## src/rtl/multi_stream_buffer_if.sv

```systemverilog
// AXI3 read-only channel bundle (AR + R) between a read master and its interconnect.
interface axi3_rd_if #(
  parameter int ID_W   = 4,
  parameter int ADDR_W = 32,
  parameter int DATA_W = 32
);
  logic [ID_W-1:0]   arid;
  logic [ADDR_W-1:0] araddr;
  logic [3:0]        arlen;
  logic [2:0]        arsize;
  logic [1:0]        arburst;
  logic              arvalid;
  logic              arready;
  logic [ID_W-1:0]   rid;
  logic [DATA_W-1:0] rdata;
  logic              rlast;
  logic              rvalid;
  logic              rready;

  modport master (
    output arid, araddr, arlen, arsize, arburst, arvalid,
    input  arready,
    input  rid, rdata, rlast, rvalid,
    output rready
  );

  modport slave (
    input  arid, araddr, arlen, arsize, arburst, arvalid,
    output arready,
    output rid, rdata, rlast, rvalid,
    input  rready
  );
endinterface

```

## src/rtl/multi_stream_buffer.sv

```systemverilog
// Small fully-associative line buffer: fetches whole lines over AXI3 read bursts,
// serves combinational lookups and hands used lines back to the cache arrays.
module multi_stream_buffer #(
  parameter int LINE_WIDTH = 256,
  parameter int DATA_WIDTH = 32,
  parameter int ENTRY_NUM  = 4,
  parameter int ARID       = 0,
  localparam int WORDS     = LINE_WIDTH / DATA_WIDTH,
  localparam int OFS       = $clog2(LINE_WIDTH / 8),
  localparam int LABEL_W   = 32 - OFS
) (
  input  logic                  clk,
  input  logic                  rst,
  input  logic [LABEL_W-1:0]    req_label,
  input  logic                  req_valid,
  output logic                  req_ready,
  input  logic                  inv,
  input  logic [LABEL_W-1:0]    lkup_label,
  output logic                  lkup_hit,
  output logic [LINE_WIDTH-1:0] lkup_line,
  output logic [WORDS-1:0]      lkup_word_vld,
  input  logic                  lkup_use,
  output logic                  out_valid,
  output logic [LABEL_W-1:0]    out_label,
  output logic [LINE_WIDTH-1:0] out_line,
  input  logic                  out_ready,
  axi3_rd_if.master             axi
);
  localparam int IDX_W  = $clog2(ENTRY_NUM);
  localparam int BEAT_W = (WORDS > 1) ? $clog2(WORDS) : 1;
  localparam int SIZE   = $clog2(DATA_WIDTH / 8);

  typedef enum logic [1:0] {IDLE = 2'd0, AR = 2'd1, R = 2'd2} state_t;

  state_t                state_r, state_s;
  logic [ENTRY_NUM-1:0]  valid_r, was_hit_r, written_r;
  logic [LABEL_W-1:0]    label_r [ENTRY_NUM];
  logic [LINE_WIDTH-1:0] line_r [ENTRY_NUM];
  logic [WORDS-1:0]      word_vld_r [ENTRY_NUM];
  logic [IDX_W-1:0]      rr_ptr_r, fill_idx_r;
  logic [BEAT_W-1:0]     beat_r;
  logic                  discard_r;

  logic [ENTRY_NUM-1:0]  lkup_vec_s, req_vec_s, elig_vec_s;
  logic [IDX_W-1:0]      lkup_idx_s, out_idx_s, victim_s;
  logic                  use_ptr_s, req_fire_s, alloc_s, beat_fire_s, unused_s;

  function automatic logic [IDX_W-1:0] low_idx(input logic [ENTRY_NUM-1:0] vec);
    logic [IDX_W-1:0] idx;
    idx = {IDX_W{1'b0}};
    for (int i = ENTRY_NUM - 1; i >= 0; i--) begin
      idx = vec[i] ? IDX_W'(i) : idx;
    end
    return idx;
  endfunction

  // Per-entry match and write-back eligibility vectors.
  always_comb begin
    lkup_vec_s = '0;
    req_vec_s  = '0;
    elig_vec_s = '0;
    for (int i = 0; i < ENTRY_NUM; i++) begin
      lkup_vec_s[i] = valid_r[i] && (label_r[i] == lkup_label);
      req_vec_s[i]  = valid_r[i] && (label_r[i] == req_label);
      elig_vec_s[i] = valid_r[i] && (&word_vld_r[i]) && was_hit_r[i] && !written_r[i];
    end
  end

  assign lkup_idx_s    = low_idx(lkup_vec_s);
  assign out_idx_s     = low_idx(elig_vec_s);
  assign lkup_hit      = (|lkup_vec_s) & ~rst;
  assign lkup_line     = lkup_hit ? line_r[lkup_idx_s] : {LINE_WIDTH{1'b0}};
  assign lkup_word_vld = lkup_hit ? word_vld_r[lkup_idx_s] : {WORDS{1'b0}};
  assign out_valid     = (|elig_vec_s) & ~rst;
  assign out_label     = out_valid ? label_r[out_idx_s] : {LABEL_W{1'b0}};
  assign out_line      = out_valid ? line_r[out_idx_s] : {LINE_WIDTH{1'b0}};

  // Requests are only taken in IDLE, so no entry is mid-fill when a victim is picked.
  assign use_ptr_s   = &valid_r;
  assign victim_s    = use_ptr_s ? rr_ptr_r : low_idx(~valid_r);
  assign req_ready   = (state_r == IDLE) & ~inv;
  assign req_fire_s  = req_valid & req_ready;
  assign alloc_s     = req_fire_s & ~(|req_vec_s);
  assign beat_fire_s = (state_r == R) & axi.rvalid;

  assign axi.arvalid = (state_r == AR) & ~rst;
  assign axi.araddr  = {label_r[fill_idx_r], {OFS{1'b0}}};
  assign axi.arlen   = 4'(WORDS - 1);
  assign axi.arsize  = 3'(SIZE);
  assign axi.arburst = 2'b01;
  assign axi.arid    = ARID[3:0];
  assign axi.rready  = (state_r == R) & ~rst;
  assign unused_s    = ^axi.rid;

  // Fill FSM next state: one burst at a time.
  always_comb begin
    state_s = state_r;
    case (state_r)
      IDLE: if (alloc_s) state_s = AR; else state_s = IDLE;
      AR:   if (axi.arready) state_s = R; else state_s = AR;
      R:    if (axi.rvalid && axi.rlast) state_s = IDLE; else state_s = R;
      default: state_s = IDLE;
    endcase
  end

  // Entry state, fill bookkeeping and the invalidate override.
  always_ff @(posedge clk) begin
    if (rst) begin
      state_r    <= IDLE;
      valid_r    <= '0;
      was_hit_r  <= '0;
      written_r  <= '0;
      rr_ptr_r   <= '0;
      fill_idx_r <= '0;
      beat_r     <= '0;
      discard_r  <= 1'b0;
      for (int i = 0; i < ENTRY_NUM; i++) word_vld_r[i] <= '0;
    end else begin
      state_r <= state_s;
      if (alloc_s) begin
        label_r[victim_s]    <= req_label;
        valid_r[victim_s]    <= 1'b1;
        word_vld_r[victim_s] <= '0;
        was_hit_r[victim_s]  <= 1'b0;
        written_r[victim_s]  <= 1'b0;
        fill_idx_r           <= victim_s;
        beat_r               <= '0;
        if (use_ptr_s) rr_ptr_r <= rr_ptr_r + IDX_W'(1);
      end
      // A line being (re)allocated this cycle must not inherit stale use/write marks.
      if (lkup_use && lkup_hit && !inv && !(alloc_s && victim_s == lkup_idx_s))
        was_hit_r[lkup_idx_s] <= 1'b1;
      if (out_valid && out_ready && !inv && !(alloc_s && victim_s == out_idx_s))
        written_r[out_idx_s] <= 1'b1;
      if (beat_fire_s) begin
        beat_r <= beat_r + BEAT_W'(1);
        if (!discard_r && !inv) begin
          line_r[fill_idx_r][int'(beat_r) * DATA_WIDTH +: DATA_WIDTH] <= axi.rdata;
          word_vld_r[fill_idx_r][beat_r] <= 1'b1;
        end
        if (axi.rlast) discard_r <= 1'b0;
      end
      if (inv) begin
        valid_r <= '0;
        if (state_r != IDLE) discard_r <= ~(beat_fire_s & axi.rlast);
      end
    end
  end
endmodule
```

## src/flat_wrapper.sv

```systemverilog
// flat-port wrapper written by rule: the top's interface ports become plain ports
module multi_stream_buffer_flat 
#(
  parameter int LINE_WIDTH = 256,
  parameter int DATA_WIDTH = 32,
  parameter int ENTRY_NUM  = 4,
  parameter int ARID       = 0,
  localparam int WORDS     = LINE_WIDTH / DATA_WIDTH,
  localparam int OFS       = $clog2(LINE_WIDTH / 8),
  localparam int LABEL_W   = 32 - OFS
)
  (clk, rst, req_label, req_valid, req_ready, inv, lkup_label, lkup_hit, lkup_line, lkup_word_vld, lkup_use, out_valid, out_label, out_line, out_ready, axi_arid, axi_araddr, axi_arlen, axi_arsize, axi_arburst, axi_arvalid, axi_arready, axi_rid, axi_rdata, axi_rlast, axi_rvalid, axi_rready);
  axi3_rd_if axi_i ();
  input  logic clk;
  input  logic rst;
  input  logic [LABEL_W-1:0] req_label;
  input  logic req_valid;
  output logic req_ready;
  input  logic inv;
  input  logic [LABEL_W-1:0] lkup_label;
  output logic lkup_hit;
  output logic [LINE_WIDTH-1:0] lkup_line;
  output logic [WORDS-1:0] lkup_word_vld;
  input  logic lkup_use;
  output logic out_valid;
  output logic [LABEL_W-1:0] out_label;
  output logic [LINE_WIDTH-1:0] out_line;
  input  logic out_ready;
  output wire logic [$bits(axi_i.arid)-1:0] axi_arid;
  output wire logic [$bits(axi_i.araddr)-1:0] axi_araddr;
  output wire logic [$bits(axi_i.arlen)-1:0] axi_arlen;
  output wire logic [$bits(axi_i.arsize)-1:0] axi_arsize;
  output wire logic [$bits(axi_i.arburst)-1:0] axi_arburst;
  output wire logic [$bits(axi_i.arvalid)-1:0] axi_arvalid;
  input wire logic [$bits(axi_i.arready)-1:0] axi_arready;
  input wire logic [$bits(axi_i.rid)-1:0] axi_rid;
  input wire logic [$bits(axi_i.rdata)-1:0] axi_rdata;
  input wire logic [$bits(axi_i.rlast)-1:0] axi_rlast;
  input wire logic [$bits(axi_i.rvalid)-1:0] axi_rvalid;
  output wire logic [$bits(axi_i.rready)-1:0] axi_rready;
  assign axi_arid = axi_i.arid;
  assign axi_araddr = axi_i.araddr;
  assign axi_arlen = axi_i.arlen;
  assign axi_arsize = axi_i.arsize;
  assign axi_arburst = axi_i.arburst;
  assign axi_arvalid = axi_i.arvalid;
  assign axi_i.arready = axi_arready;
  assign axi_i.rid = axi_rid;
  assign axi_i.rdata = axi_rdata;
  assign axi_i.rlast = axi_rlast;
  assign axi_i.rvalid = axi_rvalid;
  assign axi_rready = axi_i.rready;
  multi_stream_buffer #(.LINE_WIDTH(LINE_WIDTH), .DATA_WIDTH(DATA_WIDTH), .ENTRY_NUM(ENTRY_NUM), .ARID(ARID)) u_core (.clk(clk), .rst(rst), .req_label(req_label), .req_valid(req_valid), .req_ready(req_ready), .inv(inv), .lkup_label(lkup_label), .lkup_hit(lkup_hit), .lkup_line(lkup_line), .lkup_word_vld(lkup_word_vld), .lkup_use(lkup_use), .out_valid(out_valid), .out_label(out_label), .out_line(out_line), .out_ready(out_ready), .axi(axi_i));
endmodule
```

## config.mk

```make
export PLATFORM = sky130hd
export DESIGN_NAME = multi_stream_buffer_flat
export DESIGN_NICKNAME = d
export VERILOG_FILES = /design/src/rtl/multi_stream_buffer_if.sv /design/src/rtl/multi_stream_buffer.sv /design/src/flat_wrapper.sv
export SDC_FILE = /design/constraint.sdc
export NUM_CORES = 2
export LEC_CHECK = 0
export BUFFER_PORTS_ARGS = -buffer_cell sky130_fd_sc_hd__buf_4
export CAP_MARGIN = 20
export CELL_PAD_IN_SITES_DETAIL_PLACEMENT = 1
export CELL_PAD_IN_SITES_GLOBAL_PLACEMENT = 1
export CORE_ASPECT_RATIO = 0.8
export CORE_MARGIN = 2
export CORE_UTILIZATION = 40
export DETAILED_ROUTE_END_ITERATION = 10
export PLACE_DENSITY_LB_ADDON = 0.1
export RECOVER_POWER = 25
export SLEW_MARGIN = 0
export SYNTH_ARGS = -nofsm -noshare
export SYNTH_HDL_FRONTEND = slang
export SYNTH_SLANG_ARGS = --single-unit
```

## constraint.sdc

```tcl
create_clock -name clk -period 6.2 [get_ports clk]
set_input_delay 1.55 -clock clk [delete_from_list [all_inputs] [get_ports clk]]
set_output_delay 1.55 -clock clk [all_outputs]
set_load 0.02 [all_outputs]
```

* Word-level counts from Yosys, hierarchy flattened
Memory sizes are Yosys's and may differ from the RTL's. A register that Yosys moved wholly into a read port is not among the register bits. Cells that the tools add are included.
Operators by class: reduce and logical (&&, ||, !) cells 57, add/sub/neg operators 3, multiplexer cells 59, shift operators 2, equal/unequal tests 12, bitwise operators 20, $lt $le $gt $ge 8
Operator list (count):
- 256-bit 2-to-1 mux | 3
- 32-bit by 33-bit variable shift with 256-bit output (first input constant) | 1
- 32-bit by 33-bit variable part select with 256-bit output | 1
- 27-bit == test | 8
- 8-bit 2-to-1 mux | 5
- 2-bit 2-to-1 mux | 19
- 1-bit logical AND | 34
- 8-bit negator with 33-bit output | 1
- 8-bit AND reduction | 4
- 27-bit 2-to-1 mux | 1
- 4-bit 2-to-1 mux | 6
- 1-bit 2-to-1 mux | 18
- 8-bit OR reduction | 2
- 4-bit bitwise OR | 3
- 4-bit OR reduction | 3
- 1-bit bitwise AND | 9
- 2-bit by 3-bit less-than comparator with 1-bit output (second input constant) | 3
- 4-bit bitwise AND | 2
- 1-bit logical NOT | 8
- 4-bit NOT | 2
- 1-bit demux with 2-bit select | 3
- 2-bit by 1-bit greater-or-equal comparator with 1-bit output (second input constant) | 3
- 3-bit 2-to-1 mux | 2
- 2-bit case mux with 3 select lines | 1
- 14 further kinds | 19
Word-level totals: flip-flop bits (word level) 22, input port bits 99, bits in writable memories 1164, memories kept 3, output and inout bits 597, word-level logic and storage cells 172
Memories:
- u_core.line_r | depth 4, width 256, read ports 2, clocked after memory_dff 0, write ports 1, line multi_stream_buffer.sv:38 | logic [LINE_WIDTH-1:0] line_r [ENTRY_NUM];
- u_core.label_r | depth 4, width 27, read ports 6, clocked after memory_dff 1, write ports 1, line multi_stream_buffer.sv:37 | logic [LABEL_W-1:0] label_r [ENTRY_NUM];
- u_core.word_vld_r | depth 4, width 8, read ports 5, clocked after memory_dff 0, write ports 4, line multi_stream_buffer.sv:39 | logic [WORDS-1:0] word_vld_r [ENTRY_NUM];

* Logic depth before layout (Yosys ltp)
word-level depth 16, mapped depth 12, depth with buffers taken out 8

* Worst setup path before layout
Ideal clock, no wire load.
path kind input port to flip-flop, start input inv, end memory u_core.label_r[2][0] (netlist name) (enable), library setup time 479 ps, buffers on the path 2, arrival time 5579 ps, setup slack 142 ps, stages 6, cells stage by stage nor3_1 -> and4_1 -> clkbuf_1 -> clkbuf_1 -> nand2_1 -> nor4_1
Between the ends: longest elaborated chain between the ends 7
RTL lines:
- start, declared | line flat_wrapper.sv:19 | input logic inv;
- 1-bit NOT | line multi_stream_buffer.sv:81 | assign req_ready = (state_r == IDLE) & ~inv;
- 1-bit bitwise AND | line multi_stream_buffer.sv:81
- 1-bit bitwise AND | line multi_stream_buffer.sv:82 | assign req_fire_s = req_valid & req_ready;
- 1-bit bitwise AND | line multi_stream_buffer.sv:83 | assign alloc_s = req_fire_s & ~(|req_vec_s);
- 1-bit 2-to-1 mux | line multi_stream_buffer.sv:120 | if (alloc_s) begin
- 1-bit 2-to-1 mux | line multi_stream_buffer.sv:108 | if (rst) begin
- 1-bit 2-to-1 mux (implied by the code) | line multi_stream_buffer.sv:121 | label_r[victim_s] <= req_label;
- end, declared | line multi_stream_buffer.sv:37
No other way between the ends.

* Worst setup path after layout
start input lkup_label[19], end output lkup_line[244]
Between the ends: longest elaborated chain between the ends 8
RTL lines:
- start, declared | line flat_wrapper.sv:20 | input logic [LABEL_W-1:0] lkup_label;
- 27-bit == test | line multi_stream_buffer.sv:63 | lkup_vec_s[i] = valid_r[i] && (label_r[i] == lkup_label);
- 1-bit logical AND | line multi_stream_buffer.sv:63
- 2-bit 2-to-1 mux (4 in series) | line multi_stream_buffer.sv:52 | idx = vec[i] ? IDX_W'(i) : idx;
- memory read 4 x 256 bit
- 256-bit 2-to-1 mux (*) | line multi_stream_buffer.sv:72 | assign lkup_line = lkup_hit ? line_r[lkup_idx_s] : {LINE_WIDTH{1'b0}};
- end, declared | line flat_wrapper.sv:22 | output logic [LINE_WIDTH-1:0] lkup_line;
Every way passes the cells marked *; elsewhere a longest branch is shown, timed or not.

==> flow_metrics.tcl <==
set metrics [dict create \
    gp_congestion 0.930 \
    post_cts_resize_count 0 \
    r2r_cells 7 \
    cts_tree "yes" \
    nets 5274 \
    die-area_um2 149000 \
    final_cell_mix "edfxtp_1 (1164), buf_4 (837), nand2_1 (604)" \
    grt_pass1_vias 45000 \
    r2r-start "u_core.beat_r[1]" \
    setup.worst_path.start "lkup_label[19]" \
    antenna_found_initial 29 \
    criticalPathCategory "in -> out" \
    viasPerCell 6.17 \
    slew_viol_final 132 \
    crit_slowest_cell "nor4_2" \
    crit_chain "buf_4 > xnor2_1 > nand4_1 > nor4_2 > nand4_2 > and2_1 > buf_4 > nand2_4 > buf_12 > buf_4 > o221ai_1 > a21oi_1 > buf_4" \
    worst_path_most_repeated_cell "buf_4" \
    grt_setup_unrepaired "false" \
    endpoint_kind "output port" \
    outcome "finished with violations" \
    cts_max_level 4 \
    clock_skew_ps 34.0 \
    grt_util_all_layers 0.314 \
    grt_max_degree 139 \
    drc 0 \
    synthFlopType "edfxtp_1" \
    seq_area_frac_synth 0.608 \
    clock-sinks 1188 \
    peakVddDrop_uv 278 \
    synthArstFlopShare 0 \
    period_minus_slack_ps 6130 \
    portBuffers 673 \
    grtUsageMet2 0.498 \
    yosysUniqueCellTypes 62 \
    r2r_end "u_core.line_r[1][78]" \
    setup_viol 0 \
    required_ps 4650 \
    synth_seq_cells 1188 \
    worst_setup_path_start_kind "input pin" \
    drt_iter0_markers 4285 \
    die_w_um 431 \
    syn_avg_cell_area_um2 13.0 \
    fin_crit_sh 0.989 \
    grt_util_met1 0.425 \
    wire_per_inst_um 33.3 \
    clk_latency_ps 800 \
    r2r_slack_ps 1890 \
    whs_path_depth 2 \
    drt-pass1-iter-count 5 \
    slew-limit-headroom -0.470 \
    yosysWarningCount 0 \
    area_growth_pct 22.7 \
    slowest_delay_ps 410 \
    crit_end "lkup_line[244]" \
    dp_cells 6938 \
    postCtsSetupBuffers 0 \
    grt_busiest_layer "met2" \
    worstPathArrival_ps 4580 \
    wl_mm 241 \
    start_util 0.402 \
    layout-drive-gt1-share 0.287 \
    fp-row-count 125 \
    clockBufferDepth 3 \
    synth_edf_count 1164 \
    violations "max-capacitance violations, max-slew violations" \
    cts_hold_buffers 0 \
    dr_total_vias 44700 \
    gr-usage-met3 0.0579 \
    fp.dieH_um 345 \
    hold_class "reg -> reg" \
    maxCapViolations 4 \
    final_common_cell "edfxtp_1" \
    core_area_um2 145000 \
    setup_tns_ps 0 \
    ant_nets 0 \
    grt_pass1_wl_mm 338 \
    leakagePower_uw 0.0223 \
    dp_hpwl_mm 157 \
    cellPowerDensity_nw_per_um2 240 \
    grt.overflow.total 0 \
    crit_fanout 26 \
    worst_pin_slew_ps 2200 \
    instances_no_fill 7246 \
    syn_area_um2 58300 \
    syn_inst 4489 \
    hold_viol_final 0 \
    clkSlewWorstSetupHoldPaths_ps 60 \
    cts-root-buf "clkbuf_16" \
    fmax_mhz 163 \
    cts_buffers 133 \
    io_pins 696 \
]
-- cell type report --
| cell class | instances | area (µm²) |
|---|---|---|
| diodes | 64 | 160 |
| clock inverters | 66 | 629 |
| fillers | 14600 | 73500 |
| inverters | 25 | 101 |
| flip-flops and latches | 1188 | 35400 |
| multi-input cells | 2866 | 21100 |
| clock buffers | 177 | 3620 |
| repair buffers | 955 | 8060 |
| well taps | 1905 | 2380 |
-- sequential cells by signal, summed over array words and instances, names as in the netlist, 2 cells and up, named ones only --
| signal | count |
|---|---|
| u_core.line_r | 1024 |
| u_core.label_r | 108 |
| u_core.word_vld_r | 32 |
| u_core.valid_r | 4 |
| u_core.was_hit_r | 4 |
| u_core.written_r | 4 |
| u_core.beat_r | 3 |
| u_core.fill_idx_r | 2 |
| u_core.rr_ptr_r | 2 |
| u_core.state_r | 2 |
-- layer usage --
metal  vias up  share of wire
met5         -        0.00012
met4         4          0.036
met3       320          0.078
met2      2003           0.47
met1     23300           0.41
li1      19000              -
-- cells in the mapped netlist, drive strengths merged, types with 2 or more instances --
library cell | number | area share
edfxtp | 1164 | 0.60
nand2 | 606 | 0.039
o221ai | 512 | 0.10
a21oi | 315 | 0.033
clkbuf | 267 | 0.017
a31oi | 260 | 0.028
mux2i | 257 | 0.044
and2 | 238 | 0.026
xnor2 | 184 | 0.028
buf | 160 | 0.018
nor2 | 156 | 0.010
nand4 | 56 | 0.0062
xor2 | 38 | 0.0057
nor3 | 35 | 0.0031
a221oi | 28 | 0.0042
mux4 | 27 | 0.010
nand3 | 25 | 0.0021
dfxtp | 24 | 0.0082
inv | 23 | 0.0015
nor4 | 18 | 0.0021
o21ai | 14 | 0.0012
nor2b | 9 | 0.00097
a21boi | 7 | 0.00090
ha | 6 | 0.0013
o32ai | 6 | 0.00090
or2 | 6 | 0.00064
a311oi | 5 | 0.00075
nand2b | 5 | 0.00054
o21a | 4 | 0.00052
a211oi | 3 | 0.00039
a22oi | 3 | 0.00039
and3 | 3 | 0.00032
nand4b | 3 | 0.00045
o31a | 3 | 0.00045
and4 | 2 | 0.00030
clkinv | 2 | 0.00013
conb | 2 | 0.00013
nand3b | 2 | 0.00026
o211ai | 2 | 0.00034
or3 | 2 | 0.00021
-- critical path, delay by kind of cell --
family / cells / cell delay [ps]
compound gates: 2 / 430
xor+xnor: 1 / 330
buf+inv: 5 / 1030
simple gates: 5 / 1170
-- power by group --
part / total, µW / internal, µW / switching (µW)
Sequential: 8760 / 8740 / 21.3
Clock: 7880 / 4540 / 3350
Combinational: 488 / 132 / 356
-- through the flow --
step	hold WS, ps	setup slack [ps]	instance area [µm²]	utilization	total power, µW
floorplan	427	142	58400	-	9130
global placement	459	128	67200	0.464	9410
detailed placement	459	148	67200	0.464	9420
CTS	473	42.6	71500	0.493	17200
global route	506	12.9	71400	0.493	17500
finish	482	68.2	71500	0.493	17100
-- worst min path at each step --
stage / start / slack (ps) / to
floorplan: u_core.written_r[0] / 430 / u_core.written_r[0]
global placement: u_core.was_hit_r[1] / 460 / u_core.was_hit_r[1]
detailed placement: u_core.was_hit_r[1] / 460 / u_core.was_hit_r[1]
CTS: u_core.was_hit_r[1] / 470 / u_core.was_hit_r[1]
global route: u_core.was_hit_r[1] / 510 / u_core.was_hit_r[1]
finish: u_core.was_hit_r[1] / 480 / u_core.was_hit_r[1]
-- cell families (layout without fill, tap and decap cells) --
logic type,count (synthesis),in the layout,synth area share
AOI/OAI and AO/OA,1168,1169,0.174
xor gates and xnor gates,222,222,0.0333
adders and majority gates,6,6,0.00129
buffers and inverters,452,1223,0.0373
DFF,1188,1188,0.608
muxes,284,284,0.0546
other,2,82,0.000129
and+or+nand+nor,1167,1167,0.0921
(Power assumes the default switching activity.)
